**src/rtl/shared_reg_arbiter.sv**
```systemverilog
// shared_reg_arbiter: round-robin arbiter that sequences writes from
// NUM_REQ requesters into one shared DATA_W-bit register with a tenure cap.
//
// Ports:
//   clk          - clock, all state updates on the rising edge
//   reset_n      - synchronous active-low reset
//   req          - per-requester request / write enable (level)
//   wdata        - write data, lane i = wdata[i*DATA_W +: DATA_W]
//   grant        - one-hot current owner, all-zero when idle
//   owner        - binary index of current owner, 0 when idle
//   busy         - high while a grant is held
//   q            - shared register contents
//   q_valid      - one-cycle pulse: q was written at the preceding edge
//   grant_count  - (SHARED_REG_STATS_EN only) 16-bit saturating
//                  grant counter per requester, lane i = [i*16 +: 16]
//
// Build option: define SHARED_REG_STATS_EN to add grant_count.

module shared_reg_arbiter #(
    parameter int NUM_REQ  = 4,
    parameter int DATA_W   = 8,
    parameter int MAX_HOLD = 4
) (
    input  logic                      clk,
    input  logic                      reset_n,
    input  logic [NUM_REQ-1:0]        req,
    input  logic [NUM_REQ*DATA_W-1:0] wdata,
    output logic [NUM_REQ-1:0]        grant,
    output logic [2:0]                owner,
    output logic                      busy,
    output logic [DATA_W-1:0]         q,
    output logic                      q_valid
`ifdef SHARED_REG_STATS_EN
    ,
    output logic [NUM_REQ*16-1:0]     grant_count
`endif
);

    localparam int IW = (NUM_REQ > 1) ? $clog2(NUM_REQ) : 1;
    localparam int HW = $clog2(MAX_HOLD + 1);

    typedef enum logic {
        S_IDLE,
        S_GRANT
    } state_e;

    state_e            state_q, state_d;
    logic [2:0]        owner_q, owner_d;
    logic [2:0]        rr_ptr_q, rr_ptr_d;
    logic [HW-1:0]     hold_cnt_q, hold_cnt_d;
    logic [DATA_W-1:0] q_q, q_d;
    logic              q_valid_q, q_valid_d;

    logic              new_grant;
    logic [3:0]        pick;
    logic [2:0]        next_ptr;
    logic              do_write;
    logic              release_now;
    logic [IW-1:0]     owner_idx;

    logic [DATA_W-1:0] lane [NUM_REQ];

    for (genvar g = 0; g < NUM_REQ; g++) begin : g_lane
        assign lane[g] = wdata[g*DATA_W +: DATA_W];
    end

    // First set bit of r at or after start, wrapping; {hit, index}.
    // Starting one past the old owner naturally checks it last.
    function automatic logic [3:0] rr_pick(
        input logic [NUM_REQ-1:0] r,
        input logic [2:0]         start
    );
        logic       hit;
        logic [2:0] idx;
        int         c;
        hit = 1'b0;
        idx = 3'd0;
        for (int i = 0; i < NUM_REQ; i++) begin
            c = int'(start) + i;
            if (c >= NUM_REQ) begin
                c = c - NUM_REQ;
            end
            if (!hit && r[c[IW-1:0]]) begin
                hit = 1'b1;
                idx = 3'(c);
            end
        end
        return {hit, idx};
    endfunction

    assign owner_idx = owner_q[IW-1:0];

    always_comb begin
        state_d     = state_q;
        owner_d     = owner_q;
        rr_ptr_d    = rr_ptr_q;
        hold_cnt_d  = hold_cnt_q;
        q_d         = q_q;
        q_valid_d   = 1'b0;
        new_grant   = 1'b0;
        pick        = 4'd0;
        do_write    = 1'b0;
        release_now = 1'b0;
        next_ptr    = 3'd0;

        unique case (state_q)
            S_IDLE: begin
                pick = rr_pick(req, rr_ptr_q);
                if (pick[3]) begin
                    state_d    = S_GRANT;
                    owner_d    = pick[2:0];
                    hold_cnt_d = '0;
                    new_grant  = 1'b1;
                end
            end
            S_GRANT: begin
                do_write = req[owner_idx];
                if (do_write) begin
                    q_d        = lane[owner_idx];
                    q_valid_d  = 1'b1;
                    hold_cnt_d = hold_cnt_q + HW'(1);
                end
                // Drop of request, or the write that completes the tenure.
                release_now = !do_write ||
                              (hold_cnt_q == HW'(MAX_HOLD - 1));
                if (release_now) begin
                    if (owner_q == 3'(NUM_REQ - 1)) begin
                        next_ptr = 3'd0;
                    end else begin
                        next_ptr = owner_q + 3'd1;
                    end
                    rr_ptr_d   = next_ptr;
                    hold_cnt_d = '0;
                    pick       = rr_pick(req, next_ptr);
                    if (pick[3]) begin
                        // Hand over with no idle gap (may re-grant self).
                        owner_d   = pick[2:0];
                        new_grant = 1'b1;
                    end else begin
                        state_d = S_IDLE;
                        owner_d = 3'd0;
                    end
                end
            end
            default: begin
                state_d = S_IDLE;
            end
        endcase
    end

    always_ff @(posedge clk) begin
        if (!reset_n) begin
            state_q    <= S_IDLE;
            owner_q    <= 3'd0;
            rr_ptr_q   <= 3'd0;
            hold_cnt_q <= '0;
            q_q        <= '0;
            q_valid_q  <= 1'b0;
        end else begin
            state_q    <= state_d;
            owner_q    <= owner_d;
            rr_ptr_q   <= rr_ptr_d;
            hold_cnt_q <= hold_cnt_d;
            q_q        <= q_d;
            q_valid_q  <= q_valid_d;
        end
    end

    always_comb begin
        grant = '0;
        for (int i = 0; i < NUM_REQ; i++) begin
            grant[i] = (state_q == S_GRANT) && (owner_q == 3'(i));
        end
    end

    assign owner   = owner_q;
    assign busy    = (state_q == S_GRANT);
    assign q       = q_q;
    assign q_valid = q_valid_q;

`ifdef SHARED_REG_STATS_EN
    logic [15:0] gcnt_q [NUM_REQ];
    logic [15:0] gcnt_d [NUM_REQ];

    always_comb begin
        for (int i = 0; i < NUM_REQ; i++) begin
            gcnt_d[i] = gcnt_q[i];
            if (new_grant && (owner_d == 3'(i)) &&
                (gcnt_q[i] != 16'hFFFF)) begin
                gcnt_d[i] = gcnt_q[i] + 16'd1;
            end
        end
    end

    always_ff @(posedge clk) begin
        for (int i = 0; i < NUM_REQ; i++) begin
            if (!reset_n) begin
                gcnt_q[i] <= 16'd0;
            end else begin
                gcnt_q[i] <= gcnt_d[i];
            end
        end
    end

    for (genvar g = 0; g < NUM_REQ; g++) begin : g_cnt
        assign grant_count[g*16 +: 16] = gcnt_q[g];
    end
`endif

endmodule

```
**config.mk**
```make
export PLATFORM = sky130hd
export DESIGN_NAME = shared_reg_arbiter
export DESIGN_NICKNAME = d
export VERILOG_FILES = /design/src/rtl/shared_reg_arbiter.sv
export SDC_FILE = /design/constraint.sdc
export NUM_CORES = 1
export LEC_CHECK = 0
export BUFFER_PORTS_ARGS = -buffer_cell sky130_fd_sc_hd__buf_2
export CORE_UTILIZATION = 38
export DETAILED_ROUTE_END_ITERATION = 16
export PLACE_DENSITY_LB_ADDON = 0.1
export SLEW_MARGIN = 20
export SYNTH_ARGS = -nofsm -noshare
export SYNTH_HDL_FRONTEND = slang
export SYNTH_SLANG_ARGS = --single-unit
```
**constraint.sdc**
```tcl
create_clock -name clk -period 3.1 [get_ports clk]
set_input_delay 0.62 -clock clk [delete_from_list [all_inputs] [get_ports clk]]
set_output_delay 0.62 -clock clk [all_outputs]
set_load 0.02 [all_outputs]
```
=== Yosys cells after proc, flatten, opt, wreduce, memory -nomap -nowiden ===
Cells that the tools add are included.

* Bits in registers: 19
* Bits of input ports: 38
* Output and inout port bits: 17
* Word-level logic and storage cells: 158

* Add/sub/neg operators: 16
* Order comparisons: 18
* Eq/ne operators: 7
* Multiplexer cells: 85
* Bitwise gates (word level): 2
* Reductions and logical operators: 24

{| class="wikitable"
|+ Operators with widths
! operator !! number
|-
| two-way mux 3 bit || 37
|-
| two-way mux 1 bit || 33
|-
| < comparator 2 x 3 -> 1 bit, second input constant || 9
|-
| >= comparator 4 x 3 -> 1 bit, second input constant || 6
|-
| subtractor 3 bit, second input constant || 8
|-
| binary-select mux 1 bit (select 2 bit) || 9
|-
| adder 3 x 2 -> 4 bit, second input constant || 4
|-
| binary-select mux 8 bit (select 2 bit) || 1
|-
| two-way mux 8 bit || 2
|-
| one-hot mux 3 bit (2 select lines) || 2
|-
| logical AND 1 bit || 10
|-
| AND reduction 2 bit || 5
|-
| == test 3 x 2 -> 1 bit, second input constant || 3
|-
| >= comparator 3 bit, second input constant || 3
|-
| adder 3 x 1 -> 4 bit, second input constant || 2
|-
| zero test 1 bit || 7
|-
| adder 3 x 1 -> 3 bit, second input constant || 2
|-
| inequality test 2 x 1 -> 1 bit, second input constant || 2
|-
| == test 3 x 1 -> 1 bit, second input constant || 1
|-
| zero test 3 bit || 1
|-
| inequality test 3 x 1 -> 1 bit, second input constant || 1
|-
| NOT 2 -> 3 bit || 1
|-
| one-hot mux 1 bit (2 select lines) || 1
|-
| logical OR 1 bit || 1
|-
| NOT 1 bit || 1
|}

=== Longest topological paths before layout ===
Gate-level depths: netlist (run 1).

* Depth after elaboration: 33
* Depth in mapped cells: 13
* Gate-level depth less buffers: 11

=== Least setup slack after synthesis (run 1) ===
Ideal clock, no wire load.

* Path type: register to register
* Start: reg owner_q[0], in the netlist owner[0]
* End: reg owner_q[2], in the netlist owner[2]
* Setup time: 74 ps
* Arrival time: 2999 ps
* Required time: 3026 ps
* Slack: 27 ps
* Stages on the path, launching flop included: 12
* Path buffers: 3
* Period minus slack after synthesis: 3073 ps
* Cell sequence: dfxtp_1 -> buf_2 -> buf_2 -> inv_1 -> ha_1 -> buf_2 -> nand3b_1 -> o41ai_1 -> a221o_1 -> or4_1 -> a31o_1 -> a31oi_1

* Cells in the longest elaborated chain, start to end: 31
* Elaborated cells on any way between the ends: 67
* Those cells by class: 8 x add/sub; 4 x order compare; 2 x eq/ne; 44 x mux; 9 x reduce/logical

{| class="wikitable"
|+ Ends and longest elaborated chain
! what !! line !! source
|-
| start: declaration || 48 || <nowiki>logic [2:0] owner_q, owner_d;</nowiki>
|-
| start signal: assignment || 161 || <nowiki>owner_q <= owner_d;</nowiki>
|-
| adder 3 x 1 -> 3 bit or == test 3 x 2 -> 1 bit (tied branches) || 130, 127 ||
|-
| two-way mux 3 bit || 127 || <nowiki>if (owner_q == 3'(NUM_REQ - 1)) begin</nowiki>
|-
| two-way mux 3 bit || 126 || <nowiki>if (release_now) begin</nowiki>
|-
| two-way mux 3 bit || 106 || <nowiki>unique case (state_q)</nowiki>
|-
| subtractor 3 bit or >= comparator 3 bit (tied branches) || 81, 80 ||
|-
| two-way mux 3 bit || 80 || <nowiki>if (c >= NUM_REQ) begin</nowiki>
|-
| two-way mux 3 bit || 126 ||
|-
| two-way mux 3 bit || 106 ||
|-
| (+15 left out) || - ||
|-
| zero test 1 bit || 83 || <nowiki>if (!hit && r[c[IW-1:0]]) begin</nowiki>
|-
| logical AND 1 bit || 83 ||
|-
| two-way mux 1 bit || 83 ||
|-
| two-way mux 1 bit || 126 ||
|-
| two-way mux 1 bit || 106 ||
|-
| two-way mux 3 bit || 135 || <nowiki>if (pick[3]) begin</nowiki>
|-
| two-way mux 3 bit || 126 ||
|-
| one-hot mux 3 bit (2 select lines) || 106 ||
|}

Parallel ways exist; a longest one is shown, timed or not. The select of a mux whose other input is x is not followed.
A chain may end at the register's enable or synchronous reset.

=== Worst setup path after layout (run 1) ===
* Start: reg owner_q[1], in the netlist owner[1]
* End: reg owner_q[2], in the netlist owner[2]

The elaborated chain is that of the path after synthesis.

==> results.sh, run 1 <==
export IMPL_cts_buffers=3
export IMPL_mostFrequentLayoutCells="buf_2 (54), nor2_1 (30), dfxtp_1 (19)"
export IMPL_ant_nets=0
export IMPL_cp_end_kind="flip-flop"
export IMPL_gp_congestion=0.924
export IMPL_ff_latch_area_sq_um=380
export IMPL_powerDensity_mw_per_mm2=844
export IMPL_rows=24
export IMPL_ctsHoldBuffers=0
export IMPL_fill_cells=437
export IMPL_max_clock_freq_mhz=369
export IMPL_fp_dieW_um=70.8
export IMPL_final_common_cell="buf_2"
export IMPL_max_slew_worst_pin_slew_ps=760
export IMPL_p_leak_nw=0.994
export IMPL_max_stage_delay_ps=520
export IMPL_wl_per_cell_um=15.5
export IMPL_timing_final_crit_period_ps=2710
export IMPL_area_growth_pct=21.5
export IMPL_grt_use_total_pct=20.1
export IMPL_async_flop_share_pct=0
export IMPL_netlist_instances=208
export IMPL_n_antenna_cell=0
export IMPL_grt_setup_unrepaired="no"
export IMPL_clk_pin_slew_ps=70
export IMPL_fin_tns_setup_ps=0
export IMPL_syn_area_sq_mm=0.00180
export IMPL_avgSynthCellArea_sq_um=8.65
export IMPL_setup_violations_final=0
export IMPL_via_per_inst=5.54
export IMPL_fin_crit_sh_pct=87.4
export IMPL_worstSetupPathType="reg2reg"
export IMPL_core_sq_mm=0.00444
export IMPL_ctsRootBufferMaster="clkbuf_8"
export IMPL_post_cts_setup_buffers=0
export IMPL_dr_pass1_iters=12
export IMPL_skew_ps=1.79
export IMPL_cts_resized=0
export IMPL_crit_required_ps=3280
export IMPL_start_util_pct=40.5
export IMPL_slowest_stage="dfxtp_1"
export IMPL_grt_overflow=0
export IMPL_grt_start_max_net_pins=20
export IMPL_synthDistinctLibCells=50
export IMPL_drcViolationCount=0
export IMPL_cp_max_fo=9
export IMPL_pin_count=55
export IMPL_cts_path_max_buffers=2
export IMPL_hp_class="reg2reg"
export IMPL_cts_tree="done"
export IMPL_ys_seq_elements=19
export IMPL_hold_viol_final=0
export IMPL_path_buf_inv=2
export IMPL_irDropWorstVdd_mv=0.330
export IMPL_relSlewSlack_pct=48.0
export IMPL_die_height_um=70.8
export IMPL_num_vias=1734
export IMPL_synth_edf_count=0
export IMPL_drt_initial_drc_count=85
export IMPL_dp_hpwl_mm=3.66
export IMPL_status="finished clean"
export IMPL_die_area_sq_mm=0.00501
export IMPL_clk_latency_ps=250
export IMPL_ys_seq_area_share_pct=21.1
export IMPL_ys_flop_type="dfxtp_1"
export IMPL_drive_gt1_share_pct=34.5
export IMPL_slew_violations=0
export IMPL_cts_htree_levels=1
export IMPL_synth_warnings=0
export IMPL_multi_input_area_sq_mm=0.00130
export IMPL_grt_pass1_vias=1628
export IMPL_synth_nets=255
export IMPL_maxCapViolations=0
export IMPL_path_delay_family="compound AO/OA/AOI/OAI gates"
export IMPL_clock_sinks=19
export IMPL_port_buffers=54
export IMPL_layout_setup_ws_ps=390
export IMPL_drt_total_wl_mm=4.84
export IMPL_dp_slack_ps=424
export IMPL_nets=309
export IMPL_cp_arrival_ps=2890
export IMPL_crit_chain="inv_1 -> ha_1 -> buf_4 -> nand3b_1 -> o41ai_1 -> a221o_1 -> or4_1 -> a31o_1 -> a31oi_1"
export IMPL_fin_total_pwr_mw=1.84
export IMPL_cp_start_kind="flip-flop"
export IMPL_grt_pass1_wl_mm=8.02
export IMPL_antenna_found_initial=0
## per-layer routing
layer  global-route usage [%]  vias to the layer above  routed length, um
met5                        0                        -                  0
met4                     2.89                        0                 29
met3                     3.85                        4                218
met2                     32.4                       54               2290
met1                     28.6                      808               2300
li1                         -                      868                  -
## registers in the layout, indices dropped and copies added (netlist names)
register,cells
busy,1
hold_cnt_q,3
owner,3
q,8
q_valid,1
rr_ptr_q,3
## worst min-delay path, stage by stage, from the launching register on
cell and delay [ps]:
dfxtp_1 320, mux2i_1 60, nor2_1 70
## stage by stage
step           hold WS, ps  cell area (sq um)  utilization, %  cells
6_report               492               2190            49.2    313
5_1_grt                524               2190            49.2    313
4_1_cts                497               2190            49.2    313
3_5_place_dp           480               2140            48.2    309
3_3_place_gp           472               2140            48.2    309
2_1_floorplan          457               1800               -    208
## area by class of cell
class,count,area share (%)
multi-input cells,160,59.5
flip-flops and latches,19,17.4
repair buffers,63,15.5
well taps,52,2.98
inverters,15,2.58
clock buffers,4,2.06
## final timing paths
kind | cells after the start | startpoint | end | slack [ps]
setup / recovery | 9 | owner[1] | owner[2] | 390
setup reg to reg | 9 | owner[1] | owner[2] | 390
hold / removal | 2 | q[0] | q[0] | 490
hold reg to reg | 2 | q[0] | q[0] | 490
## synthesized netlist by cell type (2+ instances only)
cell type  number  area (sq um)
a21oi_1         9          45.0
a221o_1         2          20.0
a31oi_1         5          31.3
and2_1          4          25.0
and2b_1         2          15.0
buf_2           7          35.0
clkbuf_1        6          22.5
dfxtp_1        19           380
ha_1            9           113
inv_1          13          48.8
mux2_2          3          33.8
mux2i_1        14           140
mux4_2         14           315
nand2_1        14          52.6
nand2b_1        5          31.3
nand3_1         6          30.0
nor2_1         30           113
nor3_1          4          20.0
nor4b_1         3          26.3
o21ai_0         5          25.0
o22ai_1         2          12.5
o32ai_1         2          17.5
or4_1           2          15.0
xor2_1          2          17.5
## cell families (layout without fill, tap and decap cells)
logic type / after synthesis / in the layout / share of synthesized area (%)
buffers and inverters: 29 / 82 / 6.54
AO/OA/AOI/OAI: 40 / 40 / 15.8
flip-flops: 19 / 19 / 21.1
AND/OR/NAND/NOR: 78 / 78 / 22.1
multiplexers: 31 / 31 / 27.2
XOR/XNOR: 2 / 2 / 0.974
adder cells (fa/ha/maj): 9 / 9 / 6.26
## power by group
group          leakage (nW)  internal (mW)  switching, mW
sequential            0.156          0.307         0.0631
clock                0.0228         0.0914         0.0817
combinational         0.816          0.603          0.698
total                 0.994           1.00          0.843
Note: power is estimated with default switching activity, not from simulation.
==> run 2, diff against run 1 <==
--- a/config.mk
+++ b/config.mk
@@ -8,6 +8,7 @@
 export BUFFER_PORTS_ARGS = -buffer_cell sky130_fd_sc_hd__buf_2
 export CORE_UTILIZATION = 38
 export DETAILED_ROUTE_END_ITERATION = 16
+export GPL_TIMING_DRIVEN = 0
 export PLACE_DENSITY_LB_ADDON = 0.1
 export SLEW_MARGIN = 20
 export SYNTH_ARGS = -nofsm -noshare
==> results.sh, run 2 (synthesis gave the netlist of run 1 again) <==
export IMPL_fin_crit_sh_pct=93.7
export IMPL_antenna_found_initial=0
export IMPL_port_buffers=54
export IMPL_grt_pass1_wl_mm=7.73
export IMPL_ant_nets=0
export IMPL_largest_register_ffs=8
export IMPL_switching_share_pct=46.1
export IMPL_n_antenna_cell=0
export IMPL_clk_pin_slew_ps=70
export IMPL_drcViolationCount=0
export IMPL_max_slew_worst_pin_slew_ps=536
export IMPL_irDropWorstVdd_mv=0.302
export IMPL_mostFrequentLayoutCells="buf_2 (58), nor2_1 (30), dfxtp_1 (17)"
export IMPL_timing_final_crit_period_ps=2910
export IMPL_grt_setup_unrepaired="no"
export IMPL_core_sq_mm=0.00444
export IMPL_holdPathStages=2
export IMPL_powerDensity_mw_per_mm2=842
export IMPL_slew_violations=0
export IMPL_cts_tree="done"
export IMPL_grt_start_max_net_pins=12
export IMPL_hold_viol_final=0
export IMPL_pin_count=55
export IMPL_clk_latency_ps=250
export IMPL_final_common_cell="buf_2"
export IMPL_fin_tns_setup_ps=0
export IMPL_ctsRootBufferMaster="clkbuf_8"
export IMPL_drt_total_wl_mm=4.82
export IMPL_via_per_inst=5.60
export IMPL_nets=314
export IMPL_status="finished clean"
export IMPL_cts_buffers=3
export IMPL_cts_path_max_buffers=2
export IMPL_die_height_um=70.8
export IMPL_cp_end_kind="flip-flop"
export IMPL_r2r_cells=11
export IMPL_cp_max_fo=10
export IMPL_maxCapViolations=0
export IMPL_num_vias=1781
export IMPL_fp_dieW_um=70.8
export IMPL_p_sw_mw=0.865
export IMPL_rows=24
export IMPL_hp_class="reg2reg"
export IMPL_fill_cells=448
export IMPL_skew_ps=2.85
export IMPL_die_area_sq_mm=0.00501
export IMPL_ff_latch_area_sq_um=383
export IMPL_dr_pass1_iters=6
export IMPL_reg2reg_slack_ps=190
export IMPL_grt_use_total_pct=19.3
export IMPL_drive_gt1_share_pct=36.8
export IMPL_setup_violations_final=0
export IMPL_internal_power_mw=1.01
export IMPL_cts_htree_levels=1
export IMPL_crit_required_ps=3280
export IMPL_drt_initial_drc_count=73
export IMPL_wl_per_cell_um=15.2
export IMPL_grt_overflow=0
export IMPL_worstSetupPathType="reg2reg"
export IMPL_pwr_share_clk_pct=9.1
export IMPL_p_leak_nw=1.01
export IMPL_area_growth_pct=23.7
export IMPL_seqPwrFrac_pct=20.2
export IMPL_cp_start_kind="flip-flop"
export IMPL_multi_input_area_sq_mm=0.00132
export IMPL_clock_sinks=19
export IMPL_combPwrFrac_pct=70.7
export IMPL_relSlewSlack_pct=63.4
export IMPL_dp_hpwl_mm=3.75
export IMPL_max_clock_freq_mhz=344
export IMPL_start_util_pct=40.5
export IMPL_gp_congestion=0.837
export IMPL_cp_arrival_ps=3090
export IMPL_hold_ws_ps=489
export IMPL_grt_pass1_vias=1524
-- run 2: worst paths after layout --
path,from,endpoint
min,hold_cnt_q[2],hold_cnt_q[2]
max,owner[0],owner[2]
min reg2reg,hold_cnt_q[2],hold_cnt_q[2]
max reg2reg,owner[0],owner[2]
-- run 2: stage by stage --
stage	setup slack (ps)	area (sq um)	util, %	cells	power, mW
floorplan	26.7	1800	-	208	1.35
global placement	-389	2130	48.0	314	1.65
detailed placement	-366	2130	48.0	314	1.65
CTS	22.5	2190	49.3	317	1.83
global route	19.9	2230	50.1	318	2.04
finish	194	2230	50.1	318	1.87
-- run 2: final cells by class --
type / instances / share of cell area, %
clock buffer: 3 / 1.85
inverter: 15 / 2.70
tap: 52 / 2.92
buffer: 13 / 3.54
multi-input combinational: 160 / 59.1
sequential: 19 / 17.2
clock inverter: 1 / 0.225
timing repair buffer: 55 / 12.5
-- run 2: power groups by stage --
| stage | combinational (mW) | sequential (mW) | clock [mW] |
|---|---|---|---|
| finish | 1.33 | 0.378 | 0.171 |
| global route | 1.45 | 0.392 | 0.192 |
| CTS | 1.28 | 0.378 | 0.178 |
| detailed placement | 1.27 | 0.374 | 0 |
| global placement | 1.27 | 0.374 | 0 |
| floorplan | 0.929 | 0.422 | 0 |
-- run 2: metal layers --
metal	track usage, %	vias to the layer above	wire [um]	part of all wire [%]
met5	0	-	0	0
met4	1.33	0	13	0.27
met3	3.13	2	242	5.0
met2	29.3	55	2220	46
met1	30.0	832	2340	49
li1	-	892	-	-
-- run 2: timing repair --
| item | CTS | global route |
|---|---|---|
| setup buffers | 0 | 1 |
| hold buffers | 0 | 0 |
| endpoints found under the hold margin | 0 | 0 |
| setup endpoints to repair | 4 | 3 |
| gates resized for setup | 6 | 9 |
| cloned | 0 | 0 |
-- run 2: worst max-delay path, stage by stage (launching register included) --
cell	delay (ps)
dfxtp_2	390
buf_4	200
buf_8	180
clkinvlp_4	140
ha_4	300
clkbuf_4	200
nand3b_1	120
o41ai_1	70
a221o_1	320
or4_1	520
a31o_1	240
a31oi_1	150
==> run 3, diff against run 2 <==
--- a/config.mk
+++ b/config.mk
@@ -5,6 +5,7 @@
 export SDC_FILE = /design/constraint.sdc
 export NUM_CORES = 1
 export LEC_CHECK = 0
+export ABC_AREA = 1
 export BUFFER_PORTS_ARGS = -buffer_cell sky130_fd_sc_hd__buf_2
 export CORE_UTILIZATION = 38
 export DETAILED_ROUTE_END_ITERATION = 16
==> results.sh, run 3 <==
export IMPL_maxCapViolations=0
export IMPL_grt_pass1_vias=1766
export IMPL_fp_dieW_um=72.7
export IMPL_synth_nets=357
export IMPL_pwr_share_clk_pct=7.2
export IMPL_synth_edf_count=0
export IMPL_max_clock_freq_mhz=360
export IMPL_grt_start_max_net_pins=12
export IMPL_die_area_sq_mm=0.00529
export IMPL_nets=416
export IMPL_rows=25
export IMPL_timing_final_crit_period_ps=2780
export IMPL_synth_warnings=0
export IMPL_area_growth_pct=21.1
export IMPL_irDropWorstVdd_mv=0.349
export IMPL_drcViolationCount=0
export IMPL_num_vias=2133
export IMPL_gp_congestion=0.805
export IMPL_grt_pass1_wl_mm=8.25
export IMPL_status="finished clean"
export IMPL_grt_setup_unrepaired="no"
export IMPL_netlist_instances=310
export IMPL_dp_hpwl_mm=3.97
export IMPL_cts_htree_levels=1
export IMPL_ctsRootBufferMaster="clkbuf_8"
export IMPL_seqPwrFrac_pct=16.9
export IMPL_place_area_sq_mm=0.00226
export IMPL_relSlewSlack_pct=70.8
export IMPL_mostFrequentLayoutCells="nand2_1 (69), buf_2 (58), nand3_1 (37)"
export IMPL_setup_violations_final=0
export IMPL_holdPathStages=2
export IMPL_skew_ps=4.57
export IMPL_die_height_um=72.7
export IMPL_grt_overflow=0
export IMPL_hold_viol_final=0
export IMPL_switching_share_pct=55.5
export IMPL_clk_latency_ps=250
export IMPL_cp_arrival_ps=2920
export IMPL_yosysTopAreaCell="dfxtp_1"
export IMPL_combPwrFrac_pct=75.8
export IMPL_crit_required_ps=3240
export IMPL_clk_pin_slew_ps=70
export IMPL_synth_most_common_cell="nand2_1"
export IMPL_cp_start_kind="flip-flop"
export IMPL_n_antenna_cell=0
export IMPL_fin_util_pct=48.4
export IMPL_fin_tns_setup_ps=0
export IMPL_synthDistinctLibCells=28
export IMPL_hold_path_startpoint="rr_ptr_q[2]"
export IMPL_cts_tree="done"
export IMPL_synth_top_area_share_pct=20.0
export IMPL_cts_buffers=3
export IMPL_via_per_inst=4.90
export IMPL_wl_per_cell_um=11.6
export IMPL_r2r_end="busy"
export IMPL_p_sw_mw=1.29
export IMPL_synth_commonest_cells="nand2_1 (69), nand3_1 (37), nor2_1 (36)"
export IMPL_pin_count=55
export IMPL_hp_class="reg2reg"
export IMPL_drt_total_wl_mm=5.04
export IMPL_hold_end="rr_ptr_q[2]"
export IMPL_drive_gt1_share_pct=29.1
export IMPL_clock_sinks=19
export IMPL_async_flop_share_pct=0
export IMPL_slowest_stage="dfxtp_2"
export IMPL_ys_seq_elements=19
export IMPL_p_leak_nw=1.19
export IMPL_dr_pass1_iters=4
export IMPL_reg2reg_slack_ps=320
export IMPL_dp_slack_ps=224
export IMPL_regToRegStartpoint="owner[0]"
export IMPL_port_buffers=54
export IMPL_fill_cells=522
export IMPL_cts_path_max_buffers=2
export IMPL_r2r_cells=15
export IMPL_ys_seq_area_share_pct=20.0
export IMPL_antenna_found_initial=0
export IMPL_slew_violations=0
export IMPL_cp_end_kind="flip-flop"
export IMPL_ys_flop_type="dfxtp_1"
export IMPL_final_common_cell="nand2_1"
export IMPL_largest_register_ffs=8
export IMPL_drt_initial_drc_count=212
export IMPL_fin_crit_sh_pct=89.6
export IMPL_layout_setup_ws_ps=323
export IMPL_internal_power_mw=1.03
export IMPL_syn_area_sq_mm=0.00190
export IMPL_grt_use_total_pct=19.1
export IMPL_synthTopCellsByArea="dfxtp_1 (20%), nand2_1 (14%), nand3_1 (9.7%)"
export IMPL_worstSetupPathType="reg2reg"
export IMPL_max_stage_delay_ps=420
export IMPL_max_slew_worst_pin_slew_ps=439
export IMPL_final_cell_area_sq_mm=0.00230
export IMPL_cp_max_fo=11
export IMPL_ant_nets=0
export IMPL_avgSynthCellArea_sq_um=6.13
export IMPL_core_sq_mm=0.00475
export IMPL_start_util_pct=40.0
export IMPL_hold_ws_ps=456
export IMPL_powerDensity_mw_per_mm2=1010
export IMPL_crit_chain="inv_2 -> buf_6 -> buf_6 -> buf_2 -> ha_1 -> nand2_1 -> ha_1 -> inv_1 -> nand3_1 -> nand2_2 -> nand2_2 -> nor2_2 -> nand2_1 -> o21ai_0 -> nor2_1"
==> run 3: power groups by stage <==
stage | combinational, mW | sequential, mW | clock, mW
final | 1.76 | 0.393 | 0.168
after global routing | 2.00 | 0.403 | 0.184
after CTS | 1.76 | 0.392 | 0.172
after detailed placement | 1.75 | 0.398 | 0
after global placement | 1.75 | 0.396 | 0
after floorplan | 1.31 | 0.452 | 0
==> run 3: final cells by class <==
| type | count | area [sq um] | share of cell area (%) |
|---|---|---|---|
| timing repair buffer | 54 | 270 | 11.7 |
| multi-input combinational | 242 | 1280 | 55.5 |
| buffer | 13 | 103 | 4.46 |
| sequential | 19 | 382 | 16.6 |
| clock buffer | 4 | 45.0 | 1.96 |
| tap | 67 | 83.8 | 3.64 |
| inverter | 36 | 140 | 6.09 |
==> run 3: cells by family (layout without fill, tap and decap cells) <==
group	Yosys count	after routing	synth area share, %
AO/OA/AOI/OAI	57	57	16.5
adder cells (fa/ha/maj)	9	9	5.92
buffers and inverters	49	107	12.8
flip-flops	19	19	20.0
AND/OR/NAND/NOR	176	176	44.8
==> run 3: critical path: cells and delay by family (launching register included) <==
family / cells / cell delay [ps]
flip-flops: 1 / 420
AO/OA/AOI/OAI: 1 / 200
AND/OR/NAND/NOR: 7 / 680
adder cells (fa/ha/maj): 2 / 720
buffers and inverters: 5 / 650
==> run 3: metrics by stage <==
stage                     std cells  total power [mW]
after floorplan                 310              1.77
after global placement          431              2.14
after detailed placement        431              2.15
after CTS                       435              2.32
after global routing            435              2.59
final                           435              2.32
==> run 3: metal layers <==
metal | track usage [%] | vias up | routed length [um]
met2 | 29.5 | 63 | 2150
met5 | 0 | - | 0
met1 | 29.7 | 938 | 2610
met4 | 1.96 | 0 | 11
met3 | 1.24 | 2 | 264
li1 | - | 1130 | -
==> run 3: how the worst max path moves through the flow <==
stage	startpoint	endpoint	cells after the start
2_1_floorplan	owner[0]	owner[0]	17
3_3_place_gp	owner[0]	busy	15
3_5_place_dp	owner[0]	owner[0]	17
4_1_cts	owner[0]	busy	15
5_1_grt	owner[0]	busy	15
6_report	owner[0]	busy	15
==> run 3: what timing repair did <==
action | in CTS | in global routing
setup endpoints to repair | 0 | 1
hold buffers | 0 | 0
buffers inserted | 0 | 0
endpoints found under the hold margin | 0 | 0
gates resized for setup | 0 | 1
